--- src/rtl/cgia_bus_arbiter.sv ---
// rtl/cgia_bus_arbiter.sv - two-master Wishbone arbiter for the CGIA video memory port
// The fetcher (V) has priority; per-grant ack budgets bound how long either master can hold the bus.
module cgia_bus_arbiter #(
  parameter int VID_BURST_MAX = 8,
  parameter int CPU_BURST_MAX = 1
) (
  input  logic        clk_i,
  input  logic        reset_ni,
  input  logic        vid_cyc_i,
  input  logic        vid_stb_i,
  input  logic [22:0] vid_adr_i,
  output logic        vid_ack_o,
  output logic [15:0] vid_dat_o,
  input  logic        cpu_cyc_i,
  input  logic        cpu_stb_i,
  input  logic        cpu_we_i,
  input  logic [1:0]  cpu_sel_i,
  input  logic [22:0] cpu_adr_i,
  input  logic [15:0] cpu_dat_i,
  output logic        cpu_ack_o,
  output logic [15:0] cpu_dat_o,
  output logic        cyc_o,
  output logic        stb_o,
  output logic        we_o,
  output logic [1:0]  sel_o,
  output logic [22:0] adr_o,
  output logic [15:0] dat_o,
  input  logic        ack_i,
  input  logic [15:0] dat_i,
  output logic        gnt_vid_o,
  output logic        gnt_cpu_o
);

  typedef enum logic [1:0] {S_IDLE, S_GNT_VID, S_GNT_CPU} state_t;

  localparam logic [7:0] VID_MAX = 8'(VID_BURST_MAX);
  localparam logic [7:0] CPU_MAX = 8'(CPU_BURST_MAX);

  state_t     r_state;
  state_t     w_next;
  logic [7:0] r_cnt;
  logic [7:0] w_cnt_max;
  logic       w_spent;

  assign w_cnt_max = (r_state == S_GNT_CPU) ? CPU_MAX : VID_MAX;
  // The ack this cycle uses up the budget; also true once saturated, so a late contender still wins.
  assign w_spent   = ({1'b0, r_cnt} + 9'd1) >= {1'b0, w_cnt_max};

  always_ff @(posedge clk_i or negedge reset_ni) begin
    if (!reset_ni) begin
      r_state <= S_IDLE;
      r_cnt   <= 8'd0;
    end else begin
      r_state <= w_next;
      if (w_next != r_state)
        r_cnt <= 8'd0;
      else if (ack_i && (r_state != S_IDLE) && (r_cnt < w_cnt_max))
        r_cnt <= r_cnt + 8'd1;
    end
  end

  always_comb begin
    w_next = r_state;
    case (r_state)
      S_IDLE: begin
        if (vid_cyc_i)      w_next = S_GNT_VID;
        else if (cpu_cyc_i) w_next = S_GNT_CPU;
      end
      S_GNT_VID: begin
        if (!vid_cyc_i)                       w_next = cpu_cyc_i ? S_GNT_CPU : S_IDLE;
        else if (ack_i && w_spent && cpu_cyc_i) w_next = S_GNT_CPU;
      end
      S_GNT_CPU: begin
        if (!cpu_cyc_i)                       w_next = vid_cyc_i ? S_GNT_VID : S_IDLE;
        else if (ack_i && w_spent && vid_cyc_i) w_next = S_GNT_VID;
      end
      default: w_next = S_IDLE;
    endcase
  end

  assign gnt_vid_o = (r_state == S_GNT_VID);
  assign gnt_cpu_o = (r_state == S_GNT_CPU);

  always_comb begin
    cyc_o = 1'b0;
    stb_o = 1'b0;
    we_o  = 1'b0;
    sel_o = 2'b00;
    adr_o = 23'd0;
    dat_o = 16'd0;
    if (gnt_vid_o) begin
      cyc_o = vid_cyc_i;
      stb_o = vid_stb_i;
      sel_o = 2'b11;
      adr_o = vid_adr_i;
    end else if (gnt_cpu_o) begin
      cyc_o = cpu_cyc_i;
      stb_o = cpu_stb_i;
      we_o  = cpu_we_i;
      sel_o = cpu_sel_i;
      adr_o = cpu_adr_i;
      dat_o = cpu_dat_i;
    end
  end

  assign vid_ack_o = ack_i & gnt_vid_o;
  assign cpu_ack_o = ack_i & gnt_cpu_o;
  assign vid_dat_o = dat_i;
  assign cpu_dat_o = dat_i;

endmodule

--- config.mk ---
export PLATFORM = sky130hd
export DESIGN_NAME = cgia_bus_arbiter
export DESIGN_NICKNAME = d
export VERILOG_FILES = /design/src/rtl/cgia_bus_arbiter.sv
export SDC_FILE = /design/constraint.sdc
export NUM_CORES = 1
export LEC_CHECK = 0
export BUFFER_PORTS_ARGS = -buffer_cell sky130_fd_sc_hd__buf_2
export CORE_ASPECT_RATIO = 0.75
export CORE_UTILIZATION = 30
export CTS_BUF_LIST = sky130_fd_sc_hd__clkbuf_4
export CTS_CLUSTER_SIZE = 24
export DETAILED_ROUTE_END_ITERATION = 7
export GPL_ROUTABILITY_DRIVEN = 1
export PLACE_DENSITY_LB_ADDON = 0.2
export SKIP_LAST_GASP = 1
export SYNTH_ARGS = -nofsm -noshare
export SYNTH_HDL_FRONTEND = slang
export SYNTH_SLANG_ARGS = --single-unit
export TNS_END_PERCENT = 50
--- constraint.sdc ---
create_clock -name clk_i -period 3.2 [get_ports clk_i]
set_input_delay 0.32 -clock clk_i [delete_from_list [all_inputs] [get_ports clk_i]]
set_output_delay 0.32 -clock clk_i [all_outputs]
set_load 0.05 [all_outputs]
# After elaboration in Yosys (flattened, before gate mapping)
# Index checks and enable logic that the tools add are counted.
dict set report word_totals {
  reg_bits 10
  in_bits 88
  out_inout_bits 80
  wordCells 43
}
dict set report op_classes {
  addsub 2
  n_lt_le_gt_ge 2
  eq_ne 3
  n_mux 24
  n_bitwise 2
  n_reduce_logical 8
}
# operator n
set op_table {}
lappend op_table {{23-bit two-way mux} 2}
lappend op_table {{16-bit two-way mux} 2}
lappend op_table {{2-bit two-way mux} 9}
lappend op_table {{8-bit two-way mux} 2}
lappend op_table {{8-bit by 1-bit adder with 9-bit output, second input constant} 1}
lappend op_table {{9-bit by 4-bit greater-or-equal comparator with 1-bit output} 1}
lappend op_table {{8-bit by 1-bit adder with 8-bit output, second input constant} 1}
lappend op_table {{8-bit by 4-bit less-than comparator with 1-bit output} 1}
lappend op_table {{1-bit two-way mux} 7}
lappend op_table {{2-bit one-hot mux with 3 select lines} 1}
lappend op_table {{1-bit logical AND} 5}
lappend op_table {{4-bit two-way mux} 1}
lappend op_table {{2-bit nonzero test} 2}
lappend op_table {{1-bit bitwise AND} 2}
lappend op_table {{2-bit by 1-bit equality test with 1-bit output, second input constant} 1}
lappend op_table {{2-bit equality test, second input constant} 1}
lappend op_table {{2-bit zero test} 1}
lappend op_table {{2-bit != test} 1}

# Logic depth before layout (Yosys ltp)
dict set report logic_depth {
  ltp_word 10
  ltp_mapped 11
  depth_no_buf 8
}

# Worst setup path before layout
# OpenSTA, ideal clock, no wires.
dict set report synth_path {
  path_kind {register to register}
  from {register r_state[1]}
  to {register r_state[1]}
  setup_ns 0.126
  arrival_ns 2.719
  t_required_ns 3.074
  path_slack_ns 0.354
  stages_incl_launch_ff 12
  n_path_buf 3
  synth_period_minus_slack_ns 2.846
  path_cell_list {dfrtp_1 clkbuf_1 inv_1 nor2_1 buf_2 clkbuf_1 ha_1 nor2_1 a41oi_1 nor2_1 a311oi_1 a311o_1}
}
dict set report synth_between {
  elab_chain_cells 8
  word_cells_on_any_way 15
  classes_between {1 x order compare; 2 x eq/ne; 8 x mux; 4 x reduce/logical}
}
# item line_no
set synth_lines {}
lappend synth_lines {{start: declaration} 39} ;# state_t r_state;
lappend synth_lines {{start signal: assignment} 54} ;# r_state <= w_next;
lappend synth_lines {{2-bit equality test *} n/a}
lappend synth_lines {{via gnt_cpu_o} 31} ;# output logic gnt_cpu_o
lappend synth_lines {{4-bit two-way mux} 45} ;# assign w_cnt_max = (r_state == S_GNT_CPU) ? CPU_MAX : VID_MAX;
lappend synth_lines {{9-bit by 4-bit greater-or-equal comparator with 1-bit output} 47} ;# assign w_spent = ({1'b0, r_cnt} + 9'd1) >= {1'b0, w_cnt_max};
lappend synth_lines {{1-bit logical AND} {71, 75}}
lappend synth_lines {{1-bit logical AND, on equally long branches} {75, 71}}
lappend synth_lines {{2-bit two-way mux, on equally long branches} {75, 71}}
lappend synth_lines {{2-bit two-way mux, on equally long branches} {74, 70}}
lappend synth_lines {{2-bit one-hot mux with 3 select lines *} 64} ;# case (r_state)
lappend synth_lines {{via w_next[1]} 40} ;# state_t w_next;
# Mark *: on every way through the listed nets, which the timed path passes. The rest lies on a longest branch.
# A chain may end at the register's enable or synchronous reset.

# Worst setup path after layout
dict set report layout_path {
  from {register r_state[1]}
  to {output adr_o[22]}
}
dict set report layout_between {
  elab_chain_cells 3
  word_cells_on_any_way 4
  classes_between {2 x eq/ne; 2 x mux}
}
# item line_no
set layout_lines {}
lappend layout_lines {{2-bit equality test} 82} ;# assign gnt_cpu_o = (r_state == S_GNT_CPU);
lappend layout_lines {{23-bit two-way mux} 96} ;# end else if (gnt_cpu_o) begin
lappend layout_lines {{23-bit two-way mux *} 91} ;# if (gnt_vid_o) begin
lappend layout_lines {{end: declaration} 26} ;# output logic [22:0] adr_o,
# Every way passes the cells marked *; elsewhere a longest branch is shown, timed or not.

==> impl_metrics.ini <==
[placement]
pre_cts_ws_ns = 0.824
port_buffers = 119
dp_hpwl_mm = 3.74
gp_congestion = 0.760
placed_area_um2 = 1770

[min_path]
min_path_type = input port to flop

[setup_path]
cp.required_ns = 2.88
path_cells = inv_1, nor2_4, buf_4, a22o_1, buf_2
cp-start-kind = flop
r2r-end = r_state[1]
arrival_ns = 2.15
cp-endpoint = adr_o[22]
cp-startpoint = r_state[1]
regToRegSetupSlack_ns = 0.78
ff2ff_path_depth = 8
worstSetupPathType = flop to output pin
reg2reg_from = r_state[1]
slowest_delay_ns = 0.49
crit_path_end_kind = output pin
crit_fanout = 26
slowest_stage = dfrtp_1

[yosys]
synth_flop_cell = dfrtp_1
syn_nets = 265
syn_avg_cell_area_um2 = 7.99
synth_edf_count = 0
ys_ff_latch = 10
netlist.area_leader.share_pct = 18.2
ys_warn_count = 0
synth_area_um2 = 1370
yosys-top-cells-area = dfrtp_1 18%, buf_4 18%, a22o_1 16%
ys_seq_area_share_pct = 18.2
synthCells = 172
yosysTopAreaCell = dfrtp_1
synth.top_cells.by_count = 33 x buf_4, 25 x a22o_1, 19 x and2_1
yosysMostFrequentCell = buf_4
synth.distinct_cells = 35
synthArstFlopShare_pct = 100

[global_route]
grt_usage_pct = 16.4
grt_max_degree = 27
overflow = 0
grt_pass1_vias = 1188
antenna_found_initial = 0
grt_pass1_wl_mm = 6.07

[clock_network]
clk_pin_slew_ns = 0.06
h-tree-depth = 1
postCtsSetupRepairBufs = 0
insertion_delay_ns = 0.27
cts_buffer_depth = 2
cts_tree = built
cts_resized = 0
root_buffer = clkbuf_4
numCtsBuffers = 3
cts.sink_count = 10

[floorplan]
die_x_um = 80.1
initial_core_util_pct = 32.5
core_um2 = 4230
placement_rows = 20
die-area_um2 = 4860
ioPinCount = 168
die_h_um = 60.6

[timing]
setup_tns_ns = 0
post-route-worst-setup-slack_ns = 0.726
maxSlewHeadroom_pct = 52.8
period_needed_ns = 2.47
skew_ns = 0.00373
post-route-period-util_pct = 77.3
hold_ws_ns = 0.395
fmax_mhz = 404
hold_violations = 0
slew_violations = 0
rsz0062_at_grt = no
setup_viol = 0
worstMarginPinSlew_ns = 0.705

[drt]
drc = 0
vias_per_cell = 4.78
ant_nets = 0
wirelength_mm = 4.53
drt-pass1-iter-count = 4
vias = 1477
drtIter0Drc = 78
wl_per_cell_um = 14.7

[finish]
final_core_util_pct = 42.8
nNetsFinal = 348
drive_gt1_share_pct = 52.0
fin_area_um2 = 1810
diodes = 0
area_delta_synth_final_pct = 31.6

[pwr]
p_leak_nw = 1.00
powerDensity_nw_per_um2 = 472
ir_drop_v = 0.000226

[outcome]
run_status = finished clean

[job]
cap_violations = 0
==> cells in the final DEF (no fill, tap or decap), types with 4 or more instances in the layout <==
master   netlist  final
nand2_1       11     11
a22o_1        25     25
xnor2_1        5      5
dfrtp_1       10     10
ha_1           5      5
and2_1        19     19
buf_2          2    119
nand3_1        4      4
nor2_1        11     10
==> critical path: cells and delay by family (launching register included) <==
| family | cells | cell delay, ns |
|---|---|---|
| and+or+nand+nor | 1 | 0.49 |
| buffers and inverters | 3 | 0.74 |
| DFF | 1 | 0.49 |
| AOI/OAI and AO/OA | 1 | 0.17 |
==> how the worst min path moves through the flow <==
stage,slack (ns),to,startpoint,depth (start not counted)
final,0.39,r_state[0],cpu_cyc_i,2
after floorplan,0.02,r_cnt[0],reset_ni,0
after detailed placement,0.20,r_cnt[6],reset_ni,1
after CTS,0.37,r_state[0],cpu_cyc_i,2
after global routing,0.41,r_state[0],cpu_cyc_i,2
after global placement,0.20,r_cnt[6],reset_ni,1
==> timing repair <==
item                       in CTS  in global routing
setup endpoints to repair       0                  0
hold endpoints to repair       10                  0
hold buffers                    1                  0
==> stage by stage <==
step | cells | total power (W)
floorplan | 172 | 0.000714
detailed placement | 304 | 0.000768
finish | 309 | 0.000853
global placement | 304 | 0.000770
global route | 309 | 0.000902
CTS | 309 | 0.000865
==> power breakdown <==
part,internal [W],leakage [nW],total (W),switching [W]
sequential,0.000134,0.136,0.000149,0.0000153
combinational,0.000168,0.849,0.000615,0.000446
clock,0.0000451,0.0154,0.0000897,0.0000446
==> layout make-up <==
cell class / count / area (um2)
fillers: 459 / 2420
multi-input cells: 115 / 831
repair buffers: 122 / 621
flip-flops and latches: 10 / 250
well taps: 55 / 68.8
clock buffers: 3 / 22.5
inverters: 3 / 11.3
clock inverters: 1 / 3.75
==> flip-flops by register name, indices dropped and copies added, names as in the netlist <==
name / cells
r_cnt: 8
r_state: 2
==> per-layer routing <==
layer | part of all wire, % | track usage, %
met1 | 44 | 23.8
met2 | 47 | 25.2
met3 | 9.2 | 4.06
met4 | 0.13 | 2.55
met5 | 0 | 0
==> cell families (layout without fill, tap and decap cells) <==
group	after synthesis	after routing	synth area share [%]
flip-flops	10	10	18.2
buffers and inverters	47	129	22.0
AND/OR/NAND/NOR	60	60	24.0
AO/OA/AOI/OAI	45	45	28.1
XOR/XNOR	5	5	3.19
adder cells (fa/ha/maj)	5	5	4.55
Power figures use the tool's default switching activity.
